--- config.mk ---
export PLATFORM = sky130hd
export DESIGN_NAME = key_debouncer
export DESIGN_NICKNAME = d
export VERILOG_FILES = /design/src/rtl/key_debouncer.sv
export SDC_FILE = /design/constraint.sdc
export NUM_CORES = 1
export LEC_CHECK = 0
export ABC_AREA = 1
export CORE_MARGIN = 2
export CORE_UTILIZATION = 61
export CTS_CLUSTER_DIAMETER = 100
export DETAILED_ROUTE_END_ITERATION = 8
export GPL_TIMING_DRIVEN = 1
export PLACE_DENSITY = 0.81
export SYNTH_ARGS = -nofsm -noshare
export SYNTH_HDL_FRONTEND = slang
export SYNTH_SLANG_ARGS = --single-unit
--- constraint.sdc ---
create_clock -name CLK -period 3.4 [get_ports CLK]
set_clock_uncertainty 0.1 [all_clocks]
set_input_delay 0.68 -clock CLK [delete_from_list [all_inputs] [get_ports CLK]]
set_output_delay 0.68 -clock CLK [all_outputs]
set_load 0.03 [all_outputs]
--- src/rtl/key_debouncer.sv ---
// Push-button conditioner: 2-flop synchronizer, debounce FSM, press/release pulses, 8-bit press count.
// Optional auto-repeat while held is built only when KEY_REPEAT_EN is defined.
module key_debouncer #(
  parameter int DB_CYCLES     = 1_000_000,
  parameter int REPEAT_CYCLES = 25_000_000
) (
  input  logic       CLK,
  input  logic       RESET,
  input  logic       KEY,
  output logic       STABLE,
  output logic       PRESS,
  output logic       RELEASE,
  output logic [7:0] LED
);

  typedef enum logic [1:0] {
    ST_LOW       = 2'd0,
    ST_WAIT_HIGH = 2'd1,
    ST_HIGH      = 2'd2,
    ST_WAIT_LOW  = 2'd3
  } state_t;

  // Counter value on the edge before acceptance; the accepting edge brings it to DB_CYCLES.
  localparam logic [23:0] DB_LAST = 24'(DB_CYCLES - 1);

  logic        r_k1;
  logic        r_k2;
  state_t      r_state;
  state_t      w_state_nxt;
  logic [23:0] r_cnt;
  logic [23:0] w_cnt_nxt;
  logic [23:0] w_cnt_inc;
  logic        r_stable;
  logic        w_stable_nxt;
  logic        r_press;
  logic        w_press_nxt;
  logic        r_release;
  logic        w_release_nxt;
  logic [7:0]  r_led;
  logic [7:0]  w_led_nxt;

`ifdef KEY_REPEAT_EN
  localparam logic [24:0] REP_LAST = 25'(REPEAT_CYCLES - 1);

  logic [24:0] r_rep;
  logic [24:0] w_rep_nxt;
  logic        w_rep_hit;

  always_comb begin
    w_rep_nxt = 25'd0;
    w_rep_hit = 1'b0;
    if (r_state == ST_HIGH && r_k2) begin
      if (r_rep == REP_LAST) begin
        w_rep_hit = 1'b1;
      end else begin
        w_rep_nxt = r_rep + 25'd1;
      end
    end
  end

  always_ff @(posedge CLK or posedge RESET) begin
    if (RESET) begin
      r_rep <= 25'd0;
    end else begin
      r_rep <= w_rep_nxt;
    end
  end
`else
  logic w_rep_hit;
  assign w_rep_hit = 1'b0;
`endif

  assign w_cnt_inc = (r_cnt == 24'hFF_FFFF) ? r_cnt : r_cnt + 24'd1;

  always_comb begin
    w_state_nxt   = r_state;
    w_cnt_nxt     = r_cnt;
    w_stable_nxt  = r_stable;
    w_press_nxt   = 1'b0;
    w_release_nxt = 1'b0;
    w_led_nxt     = r_led;
    case (r_state)
      ST_LOW: begin
        w_stable_nxt = 1'b0;
        w_cnt_nxt    = 24'd0;
        if (r_k2) begin
          w_state_nxt = ST_WAIT_HIGH;
          w_cnt_nxt   = 24'd1;
        end
      end
      ST_WAIT_HIGH: begin
        if (!r_k2) begin
          w_state_nxt = ST_LOW;
          w_cnt_nxt   = 24'd0;
        end else if (r_cnt >= DB_LAST) begin
          w_state_nxt  = ST_HIGH;
          w_cnt_nxt    = w_cnt_inc;
          w_stable_nxt = 1'b1;
          w_press_nxt  = 1'b1;
          w_led_nxt    = r_led + 8'd1;
        end else begin
          w_cnt_nxt = w_cnt_inc;
        end
      end
      ST_HIGH: begin
        w_stable_nxt = 1'b1;
        w_cnt_nxt    = 24'd0;
        if (!r_k2) begin
          w_state_nxt = ST_WAIT_LOW;
          w_cnt_nxt   = 24'd1;
        end else if (w_rep_hit) begin
          w_press_nxt = 1'b1;
          w_led_nxt   = r_led + 8'd1;
        end
      end
      ST_WAIT_LOW: begin
        if (r_k2) begin
          w_state_nxt = ST_HIGH;
          w_cnt_nxt   = 24'd0;
        end else if (r_cnt >= DB_LAST) begin
          w_state_nxt   = ST_LOW;
          w_cnt_nxt     = w_cnt_inc;
          w_stable_nxt  = 1'b0;
          w_release_nxt = 1'b1;
        end else begin
          w_cnt_nxt = w_cnt_inc;
        end
      end
      default: begin
        w_state_nxt = ST_LOW;
        w_cnt_nxt   = 24'd0;
      end
    endcase
  end

  always_ff @(posedge CLK or posedge RESET) begin
    if (RESET) begin
      r_k1      <= 1'b0;
      r_k2      <= 1'b0;
      r_state   <= ST_LOW;
      r_cnt     <= 24'd0;
      r_stable  <= 1'b0;
      r_press   <= 1'b0;
      r_release <= 1'b0;
      r_led     <= 8'h00;
    end else begin
      r_k1      <= KEY;
      r_k2      <= r_k1;
      r_state   <= w_state_nxt;
      r_cnt     <= w_cnt_nxt;
      r_stable  <= w_stable_nxt;
      r_press   <= w_press_nxt;
      r_release <= w_release_nxt;
      r_led     <= w_led_nxt;
    end
  end

  assign STABLE  = r_stable;
  assign PRESS   = r_press;
  assign RELEASE = r_release;
  assign LED     = r_led;

endmodule

## Yosys cells after proc, flatten, opt, wreduce, memory -nomap -nowiden

Cells that the tools add are included.

| cells by class | value |
|---|---|
| reduce and logical (&&, ||, !) cells | 4 |
| eq/ne operators | 12 |
| mux-type cells | 23 |
| add/sub/neg operators | 2 |
| magnitude comparators | 1 |

Operators with widths:

| cell | count |
|---|---|
| $pmux W24 S4 | 1 |
| $mux W24 | 3 |
| $add A24 B1 Y24 const B | 1 |
| $eq A24 B24 Y1 const B | 1 |
| $ge A24 B20 Y1 const B | 1 |
| $mux W2 | 6 |
| $ne A2 B2 Y1 const B | 6 |
| $mux W1 | 11 |
| $add A8 B1 Y8 const B | 1 |
| $pmux W2 S4 | 1 |
| $reduce_and A4 Y1 | 2 |
| $ne A3 B3 Y1 const B | 2 |
| $eq A2 B2 Y1 const B | 2 |
| $pmux W1 S4 | 1 |
| $reduce_and A3 Y1 | 1 |
| $eq A2 B1 Y1 const B | 1 |
| $logic_not A2 Y1 | 1 |

| word-level totals | value |
|---|---|
| register bits after elaboration | 39 |
| logic and storage cells | 50 |
| input bits | 3 |

## Depth between registers and ports, before layout

Gate-level depths: netlist of run 1.

| logic depth | value |
|---|---|
| depth in word-level cells | 4 |
| depth in mapped cells | 11 |

## Least setup slack after synthesis of run 1

Ideal clock, no wire load.

| timing | value |
|---|---|
| kind | reg2reg |
| start point | register r_cnt[0] |
| end point | register r_cnt[13] |
| setup slack | 1.700 ns |
| arrival | 1.481 ns |
| stages on the path, launching flop included | 10 |
| required time | 3.181 ns |
| period minus slack after synthesis | 1.700 ns |
| library setup time | 0.119 ns |
| path through | dfrtp_1 > ha_1 > nand3_4 > nor2_4 > nand2_2 > nor2_4 > nand2_4 > buf_6 > a21oi_1 > nor2_1 |

| between the ends | value |
|---|---|
| cells in the longest elaborated chain, start to end | 4 |
| elaborated cells between the ends (all ways) | 6 |
| those cells by class | add/sub (1); eq/ne (1); mux (4) |

Ends and longest elaborated chain:

| element | RTL line | text |
|---|---|---|
| start: declaration | 30 | `logic [23:0] r_cnt;` |
| start signal: assignment | 150 | `r_cnt <= w_cnt_nxt;` |
| $add A24 B1 Y24 or $eq A24 B24 Y1 (tied branches) | 73 | `assign w_cnt_inc = (r_cnt == 24'hFF_FFFF) ? r_cnt : r_cnt + 24'd1;` |
| $mux W24 * | 73 |  |
| $mux W24 (on tied branches) | 117, 92 |  |
| $pmux W24 S4 * | 82 | `case (r_state)` |
| net w_cnt_nxt[13] | 31 | `logic [23:0] w_cnt_nxt;` |

The timed path passes the listed nets; every way through them passes the cells marked *.
A chain may end at the register's enable or synchronous reset.

## Final worst setup path of run 1

| timing | value |
|---|---|
| start point | register r_led[0] (netlist: LED[0]) |
| end point | output port LED[0] |

RTL lines:

| element | RTL line | text |
|---|---|---|
| start: declaration | 39 | `logic [7:0] r_led;` |
| start signal: assignment | 154 | `r_led <= w_led_nxt;` |
| end: declaration | 13 | `output logic [7:0] LED` |

No word-level cell between the ends.

==> results_dict.tcl, run 1 <==
set metrics [dict create \
    cp.arrival_ps 1420 \
    rr_worst_depth 10 \
    ant_nets 0 \
    timing.rr.start "r_cnt[0]$_DFF_PP0_" \
    synthCells 322 \
    core_area_um2 3940 \
    worstSetupPathType "reg2out" \
    slew_headroom_pct 67.9 \
    syn_area_um2 2470 \
    syn2layout_area_growth_pct 11.1 \
    routed_wirelength_um 5200 \
    cap_violations 0 \
    dr.pass1.iters 4 \
    timing.final.crit_period_ps 2200 \
    path_max_fanout 4 \
    drt-initial-drc-count 215 \
    critPathSlowestCell "clkdlybuf4s50_1" \
    drive_above_1_share_pct 11.8 \
    numPortBuffers 13 \
    grt_pass1_wl_um 8970 \
    use_met2_pct 41.2 \
    maxSlewViolCount 0 \
    dieArea_um2 4570 \
    reg2reg_to "LED[5]$_DFFE_PP0P_" \
    finalCritPeriodShare_pct 64.6 \
    grt_pass1_vias 2075 \
    die_w_um 67.6 \
    final_nets 349 \
    cp.required_ps 2620 \
    cts_buffers 5 \
    cpPeakStageDelay_ps 690 \
    grt_overflow 0 \
    grt-busiest-layer "met2" \
    tightest_slew_ps 482 \
    yosysWarnings 0 \
    drc 0 \
    hold_viol 0 \
    antenna_found_initial 0 \
    rsz0062_at_grt "no" \
    cts_htree_levels 2 \
    ff2ff_setup_slack_ps 1370 \
    grtUsageMet3_pct 6.83 \
    tritoncts "yes" \
    die_h_um 67.6 \
    fin_util_pct 69.5 \
    p_sw_mw 0.377 \
    max-vdd-ir-drop_uv 388 \
    min_path_type "reg2reg" \
    crit_family "buffers and inverters" \
    power.leakage_nw 1.32 \
    end_kind "output port" \
    met1_usage_pct 34.4 \
    fmax_mhz 455 \
    fin_setup_tns_ps 0 \
    post_cts_buffers 0 \
    internal-power_mw 0.805 \
    final_common_cell "nand2_1" \
    synth_seq_area_share_pct 39.6 \
    diodes 0 \
    syn-mean-instance-area_um2 7.66 \
    clkTransAtPathRegs_ps 90 \
    holdPathStages 0 \
    min-delay-start "r_k1$_DFF_PP0_" \
    syn-num-nets 332 \
    ctsHoldBuffers 0 \
    yosys_register_bits 39 \
    num_vias 2160 \
    path_cells "clkdlybuf4s50_1" \
    powerDensity_nw_per_um2 432 \
    power_frac_comb_pct 22.6 \
    switching_share_pct 31.9 \
    cp.buffers_inverters 1 \
    power_frac_clock_pct 33.3 \
    dp_hpwl_um 3840 \
    cts-root-buf "clkbuf_8" \
    outcome "finished, final reports clean" \
    ctsLongestPathBuffers 2 \
    postCtsResizedCells 0 \
    io_pins 14 \
    yosys.cell_types.count 35 \
    ys.flop_type "dfrtp_1" \
    cp-start-kind "flop" \
    async_flop_share_pct 100 \
    clock_sinks 39 \
    share_seq_of_total_power_pct 44.1 \
    gp_congestion 0.951 \
    start_util_pct 62.6 \
    finalSetupViolations 0 \
    wl_per_cell_um 13.3 \
    worstHoldEndpoint "r_k2$_DFF_PP0_" \
    most-common-layout-cells "68 x nand2_1, 41 x inv_1, 39 x dfrtp_1, 33 x nor2_1, 27 x nand3_1" \
    grt_max_degree 40 \
    viasPerCell 5.54 \
    synth-edff-count 0 \
    grt_usage_pct 26.3 \
    num_rows 23 \
    clk_latency_ps 300 \
    placedCellCount 382 \
    fin_cells 390 \
]
[cell families after synthesis]
| kind of cell | Yosys count | synth area share (%) |
|---|---|---|
| AOI/OAI and AO/OA | 39 | 8.93 |
| muxes | 2 | 0.812 |
| adders and majority gates | 7 | 3.55 |
| xor gates and xnor gates | 9 | 3.20 |
| buffers and inverters | 55 | 9.34 |
| and+or+nand+nor | 171 | 34.6 |
| DFF | 39 | 39.6 |
[cells in the mapped netlist, types with 3 or more instances]
cell | n | area share [%]
nor3_1 | 7 | 1.4
nand2_2 | 6 | 1.5
ha_1 | 7 | 3.6
nand3_1 | 27 | 5.5
a31oi_1 | 3 | 0.76
xor2_1 | 8 | 2.8
nor2_1 | 33 | 5.0
dfrtp_1 | 39 | 40
nor3_2 | 3 | 1.2
o21ai_0 | 10 | 2.0
buf_6 | 3 | 1.4
inv_1 | 41 | 6.2
nor2_4 | 3 | 1.4
o21ai_1 | 6 | 1.2
nand4_1 | 9 | 2.3
nor4_1 | 3 | 0.76
a21oi_1 | 14 | 2.8
nand2_1 | 68 | 10
inv_2 | 10 | 1.5
[layout make-up]
cell class	count	area, µm²
Timing Repair Buffer	14	138
Multi-Input combinational cell	228	1260
Sequential cell	39	976
Inverter	51	191
Clock inverter	3	43.8
Clock buffer	5	68.8
Tap cell	50	62.6
Fill cell	313	1200
[sequential cells by signal, summed over array words and instances, names as in the netlist, named ones only]
| register | cells |
|---|---|
| STABLE | 1 |
| r_k1 | 1 |
| PRESS | 1 |
| r_cnt | 24 |
| RELEASE | 1 |
| r_state | 1 |
| LED | 8 |
| r_k2 | 1 |
[power by group through the flow]
stage | combinational, mW | clock [mW] | sequential (mW)
finish | 0.267 | 0.394 | 0.522
global route | 0.310 | 0.419 | 0.527
CTS | 0.270 | 0.399 | 0.521
detailed placement | 0.268 | 0 | 0.530
global placement | 0.256 | 0 | 0.528
floorplan | 0.200 | 0 | 0.536
[how the worst max path moves through the flow]
stage	start	to	slack (ps)	cells past startpoint
2_1_floorplan	r_cnt[0]$_DFF_PP0_	r_cnt[13]$_DFF_PP0_	1700	9
3_3_place_gp	r_cnt[0]$_DFF_PP0_	LED[4]$_DFFE_PP0P_	1480	10
3_5_place_dp	r_cnt[0]$_DFF_PP0_	LED[5]$_DFFE_PP0P_	1420	10
4_1_cts	LED[0]$_DFFE_PP0P_	LED[0]	1190	1
5_1_grt	LED[4]$_DFFE_PP0P_	LED[4]	1150	1
6_report	LED[0]$_DFFE_PP0P_	LED[0]	1200	1
[through the flow]
step	area, µm²	setup WS [ps]	hold WS, ps	power (mW)
after floorplan	2470	1700	231	0.736
after global placement	2630	1480	237	0.784
after detailed placement	2630	1420	247	0.798
after CTS	2740	1190	265	1.19
after global routing	2740	1150	268	1.25
final	2740	1200	263	1.18
[layer usage]
layer	vias to the layer above	share of wire, %
met5	-	0
met4	0	2.2
met3	10	6.1
met2	64	47
met1	1008	44
li1	1078	-
Power figures use the tool's default switching activity.
==> run 2: changes to the inputs <==
--- a/config.mk
+++ b/config.mk
@@ -7,11 +7,11 @@
 export LEC_CHECK = 0
 export ABC_AREA = 1
 export CORE_MARGIN = 2
-export CORE_UTILIZATION = 61
+export CORE_UTILIZATION = 54
 export CTS_CLUSTER_DIAMETER = 100
 export DETAILED_ROUTE_END_ITERATION = 8
 export GPL_TIMING_DRIVEN = 1
-export PLACE_DENSITY = 0.81
+export PLACE_DENSITY = 0.76
 export SYNTH_ARGS = -nofsm -noshare
 export SYNTH_HDL_FRONTEND = slang
 export SYNTH_SLANG_ARGS = --single-unit
==> constraint.sdc (replaced) <==
create_clock -name CLK -period 1.89 [get_ports CLK]
set_clock_uncertainty 0.1 [all_clocks]
set_input_delay 0.378 -clock CLK [delete_from_list [all_inputs] [get_ports CLK]]
set_output_delay 0.378 -clock CLK [all_outputs]
set_load 0.03 [all_outputs]
==> run 2 against run 1 <==
First-iteration DRC count is 0.47% lower; final cell count is 1.8% higher; non-clock buffer count is 5 higher; total power is 70% higher; die area is 12% higher; via count is 1.3% higher; utilization is 5.6 points lower; highest routed layer unchanged; hold slack worse by 7.7 ps; critical path type unchanged; largest power group unchanged; register-to-register slack worse by 1200 ps.
==> results_dict.tcl, run 2 (synthesis gave the netlist of run 1 again) <==
set metrics [dict create \
    powerDensity_nw_per_um2 718 \
    drc 0 \
    grt_overflow 0 \
    routed_wirelength_um 5470 \
    tightest_slew_ps 353 \
    fin_setup_tns_ps 0 \
    syn2layout_area_growth_pct 13.6 \
    dr.pass1.iters 5 \
    ctsHoldBuffers 0 \
    worstSetupPathType "reg2out" \
    fmax_mhz 537 \
    wl_per_cell_um 13.8 \
    cts_buffers 5 \
    final_common_cell "nand2_1" \
    maxSlewViolCount 0 \
    min_path_type "reg2reg" \
    max-vdd-ir-drop_uv 690 \
    tritoncts "yes" \
    cp.required_ps 1410 \
    rr_worst_depth 10 \
    end_kind "output port" \
    slew_headroom_pct 76.3 \
    gp_congestion 0.906 \
    ctsLongestPathBuffers 2 \
    min-delay-start "r_k1$_DFF_PP0_" \
    die_h_um 71.6 \
    numPortBuffers 13 \
    cap_violations 0 \
    grt_max_degree 40 \
    power.leakage_nw 1.40 \
    num_vias 2187 \
    cp-start-kind "flop" \
    cts-root-buf "clkbuf_8" \
    regMostFlops "r_cnt" \
    worstHoldEndpoint "r_k2$_DFF_PP0_" \
    dieArea_um2 5120 \
    clock_sinks 39 \
    cp.depth 1 \
    setup_slack_ps 27.1 \
    grt_pass1_wl_um 9450 \
    drt-initial-drc-count 214 \
    start_util_pct 56.2 \
    cp.arrival_ps 1380 \
    die_w_um 71.6 \
    stdcell_area_um2 2800 \
    timing.rr.start "r_cnt[9]$_DFF_PP0_" \
    reg2reg_to "LED[4]$_DFFE_PP0P_" \
    total_power_mw 2.01 \
    ff2ff_setup_slack_ps 150 \
    most-common-layout-cells "68 x nand2_1, 41 x inv_1, 38 x dfrtp_1, 32 x nor2_1, 27 x nand3_1" \
    cpPeakStageDelay_ps 700 \
    clk_latency_ps 290 \
    diodes 0 \
    holdWs_ps 256 \
    antenna_found_initial 0 \
    dpl_cell_area_um2 2670 \
    fin_cells 397 \
    critPathSlowestCell "clkdlybuf4s50_1" \
    path_max_fanout 3 \
    grt_usage_pct 23.5 \
    timing.final.crit_period_ps 1860 \
    dp_worst_setup_slack_ps 69.5 \
    largest_reg_flops 24 \
    ant_nets 0 \
    cts_htree_levels 2 \
    fin_util_pct 63.9 \
    crit_family "buffers and inverters" \
    holdPathStages 0 \
    core_area_um2 4380 \
    drive_above_1_share_pct 13.9 \
    finalSetupViolations 0 \
    final_nets 354 \
    clkTransAtPathRegs_ps 80 \
    hold_viol 0 \
    finalCritPeriodShare_pct 98.6 \
    dp_hpwl_um 4030 \
    outcome "finished, final reports clean" \
    path_cells "clkdlybuf4s50_1" \
    rsz0062_at_grt "yes" \
    num_rows 24 \
    io_pins 14 \
    grt_pass1_vias 2048 \
    cp.buffers_inverters 1 \
    placedCellCount 388 \
    viasPerCell 5.51 \
]
-- run 2: cell count changes in the layout (fill, tap and decap cells not counted), moves of 2 or more --
cell and delta:
ha_2 +2, dlymetal6s2s_1 +4, ha_1 -2, clkdlybuf4s50_1 -4, buf_4 +4
-- run 2: cell type report --
type | count | area (µm²)
fill | 408 | 1580
clock buffer | 6 | 72.6
tap | 52 | 65.1
timing repair buffer | 19 | 198
clock inverter | 2 | 12.5
multi-input combinational | 228 | 1280
inverter | 51 | 196
sequential | 39 | 977
-- run 2: per-layer routing --
layer  part of all wire, %  GRT usage, %  vias up  routed length, µm
li1                      -             -     1084                  -
met2                    48          38.3       73               2600
met1                    46          32.9     1020               2510
met3                   5.3          4.22       10                289
met5                     0             0        -                  0
met4                   1.2          5.66        0                 63
-- run 2: timing repair --
item,in CTS,in global routing
buffers inserted,0,1
endpoints found under the setup margin,0,16
endpoints found under the hold margin,0,0
resized for setup,0,12
-- run 2: worst max-delay path by stage --
| stage | startpoint | endpoint | slack (ps) |
|---|---|---|---|
| final | LED[6]$_DFFE_PP0P_ | LED[6] | 30 |
| after global routing | r_cnt[1]$_DFF_PP0_ | LED[4]$_DFFE_PP0P_ | -20 |
| after CTS | LED[0]$_DFFE_PP0P_ | LED[0] | 3 |
| after detailed placement | flop | r_cnt[12]$_DFF_PP0_ | 70 |
| after global placement | r_cnt[1]$_DFF_PP0_ | LED[5]$_DFFE_PP0P_ | 110 |
| after floorplan | r_cnt[0]$_DFF_PP0_ | r_cnt[13]$_DFF_PP0_ | 190 |
-- run 2: where the power goes --
group	switching, mW	total, mW	internal (mW)
clock network	0.295	0.553	0.258
registers	0.0460	0.931	0.885
logic	0.317	0.529	0.213
==> run 3: changes to the inputs <==
--- a/config.mk
+++ b/config.mk
@@ -5,13 +5,13 @@
 export SDC_FILE = /design/constraint.sdc
 export NUM_CORES = 1
 export LEC_CHECK = 0
-export ABC_AREA = 1
 export CORE_MARGIN = 2
-export CORE_UTILIZATION = 54
+export CORE_UTILIZATION = 52
 export CTS_CLUSTER_DIAMETER = 100
 export DETAILED_ROUTE_END_ITERATION = 8
 export GPL_TIMING_DRIVEN = 1
-export PLACE_DENSITY = 0.76
+export HOLD_SLACK_MARGIN = 0.06
+export PLACE_DENSITY = 0.75
 export SYNTH_ARGS = -nofsm -noshare
 export SYNTH_HDL_FRONTEND = slang
 export SYNTH_SLANG_ARGS = --single-unit
==> run 3 against run 2 <==
The run now ends with negative setup slack left; die area is 14% lower; critical path depth up 6; largest cell class unchanged; sequential power about the same; fmax decreased by 11%; hold slack improved by 3.6 ps; first-iteration DRC count down 36%; register-to-register slack got worse by 350 ps; highest routed layer unchanged; setup slack worse by 220 ps; final cell count fell by 22%; largest power group unchanged; area after synthesis shrank 18%; utilization rose by 15 points; synthesized cell count is 39% lower.
==> results_dict.tcl, run 3 <==
set metrics [dict create \
    die_w_um 66.5 \
    holdWs_ps 259 \
    drc 0 \
    clkTransAtPathRegs_ps 90 \
    placedCellCount 288 \
    cp.arrival_ps 2190 \
    outcome "finished, violations left" \
    core_area_um2 3720 \
    synth-edff-count 0 \
    ys.flop_type "dfrtp_1" \
    fin_cells 310 \
    clk_latency_ps 310 \
    hold_viol 0 \
    antenna_found_initial 0 \
    grtUsageMet3_pct 5.91 \
    synth_seq_area_share_pct 48.0 \
    die_h_um 66.5 \
    numPortBuffers 13 \
    grt_pass1_wl_um 7850 \
    async_flop_share_pct 100 \
    final_nets 271 \
    rsz0062_at_grt "yes" \
    dieArea_um2 4420 \
    yosysWarnings 0 \
    tightest_slew_ps 483 \
    cp-start-kind "flop" \
    synth.top_cell.area_share_pct 48.0 \
    start_util_pct 54.7 \
    routed_wirelength_um 5450 \
    cap_violations 0 \
    fin_setup_tns_ps -2580 \
    diodes 0 \
    use_met2_pct 41.4 \
    clock_sinks 39 \
    drt-initial-drc-count 137 \
    min_path_type "reg2reg" \
    cpPeakStageDelay_ps 400 \
    slew_headroom_pct 67.8 \
    max-vdd-ir-drop_uv 933 \
    viasPerCell 5.84 \
    dpl_cell_area_um2 2470 \
    fmax_mhz 479 \
    final_common_cell "dfrtp_1" \
    synth_most_common_cell "dfrtp_1" \
    setup_slack_ps -197 \
    gp_congestion 0.958 \
    cp.required_ps 1990 \
    syn-num-nets 206 \
    num_rows 22 \
    ctsLongestPathBuffers 2 \
    tritoncts "yes" \
    io_pins 14 \
    grt_max_degree 40 \
    cts_buffers 5 \
    syn-mean-instance-area_um2 10.4 \
    regMostFlops "r_cnt" \
    grt_usage_pct 23.9 \
    wl_per_cell_um 17.6 \
    path_max_fanout 6 \
    largest_reg_flops 24 \
    finalSetupViolations 30 \
    dp_hpwl_um 3250 \
    yosys_register_bits 39 \
    worstSetupPathType "reg2reg" \
    yosys.cell_types.count 42 \
    ant_nets 0 \
    ctsHoldBuffers 0 \
    timing.final.crit_period_ps 2090 \
    met1_usage_pct 28.4 \
    power.leakage_nw 1.35 \
    most-common-layout-cells "39 x dfrtp_1, 37 x buf_4, 26 x nor2_1, 15 x xor2_1, 14 x nand4_1" \
    synth_top_area_cell "dfrtp_1" \
    yosys-top-cells-area "dfrtp_1 48%, xor2_1 7.3%, nor2_1 4.8%" \
    cts_htree_levels 2 \
    grt_overflow 0 \
    syn_area_um2 2030 \
    drive_above_1_share_pct 37.4 \
    powerDensity_nw_per_um2 789 \
    violations "negative setup slack" \
    end_kind "flop" \
    path_cells "ha_2, and3_4, a311o_1, a211oi_4, buf_6, nor2_4, mux2_4" \
    synth_commonest_cells "39 x dfrtp_1, 26 x nor2_1, 18 x nand2_1" \
    cts-root-buf "clkbuf_8" \
    maxSlewViolCount 0 \
    finalCritPeriodShare_pct 110 \
    stdcell_area_um2 2930 \
    syn2layout_area_growth_pct 44.3 \
    grt-busiest-layer "met2" \
    synthCells 196 \
    critPathSlowestCell "dfrtp_1" \
    grt_pass1_vias 1726 \
    num_vias 1810 \
    dr.pass1.iters 4 \
]
## run 3: metal layers
layer | routed length (µm) | part of all wire, % | vias up
li1 | - | - | 816
met1 | 2110 | 39 | 901
met2 | 2930 | 54 | 64
met3 | 209 | 3.8 | 29
met4 | 194 | 3.6 | 0
met5 | 0 | 0 | -
## run 3: repair_timing
action,4_1_cts,5_1_grt
hold endpoints to repair,0,0
resized for setup,13,43
endpoints found under the setup margin,32,33
setup buffers,0,14
pin swaps,10,33
## run 3: power breakdown
part	switching (mW)	total [mW]	internal (mW)	leakage, nW
Combinational	0.372	0.650	0.278	0.761
Sequential	0.0426	0.932	0.890	0.532
Clock	0.331	0.731	0.400	0.0587
## run 3: logic make-up after synthesis
group / count (synthesis) / share of synthesized area [%]
DFF: 39 / 48.0
buffers and inverters: 9 / 1.79
and+or+nand+nor: 91 / 24.7
AOI/OAI and AO/OA: 19 / 7.27
xor gates and xnor gates: 27 / 11.6
adders and majority gates: 7 / 4.31
muxes: 4 / 2.28
## run 3: final timing paths
kind                                    start            endpoint  slack (ps)  cells after the start
setup / recovery           r_cnt[1]$_DFF_PP0_  LED[1]$_DFFE_PP0P_        -200                      7
setup reg to reg           r_cnt[1]$_DFF_PP0_  LED[1]$_DFFE_PP0P_        -200                      7
min in group asynchronous               RESET  LED[0]$_DFFE_PP0P_         450                      3
hold reg to reg                r_k1$_DFF_PP0_      r_k2$_DFF_PP0_         260                      0
max in group asynchronous               RESET  r_cnt[6]$_DFF_PP0_         890                      3
hold / removal                 r_k1$_DFF_PP0_      r_k2$_DFF_PP0_         260                      0
## run 3: final cells by class
class	count	area, µm²
flip-flops and latches	39	976
clock buffers	5	68.8
multi-input cells	148	1220
well taps	48	60.1
clock inverters	3	47.5
repair buffers	62	542
fillers	215	785
inverters	5	18.8
## run 3: metrics by stage
stage,util (%),power (mW),worst slack (ps)
4_1_cts,70.4,2.23,-180
3_3_place_gp,66.5,1.42,-166
3_5_place_dp,66.5,1.47,-218
2_1_floorplan,-,1.28,-278
5_1_grt,78.9,2.42,-281
6_report,78.9,2.31,-197
## run 3: worst max-delay path: cells and delay by family (launching register included)
kind	cells	cell delay, ps
AO/OA/AOI/OAI	2	620
flip-flops	1	400
multiplexers	1	290
AND/OR/NAND/NOR	2	220
adder cells (fa/ha/maj)	1	190
buffers and inverters	1	170
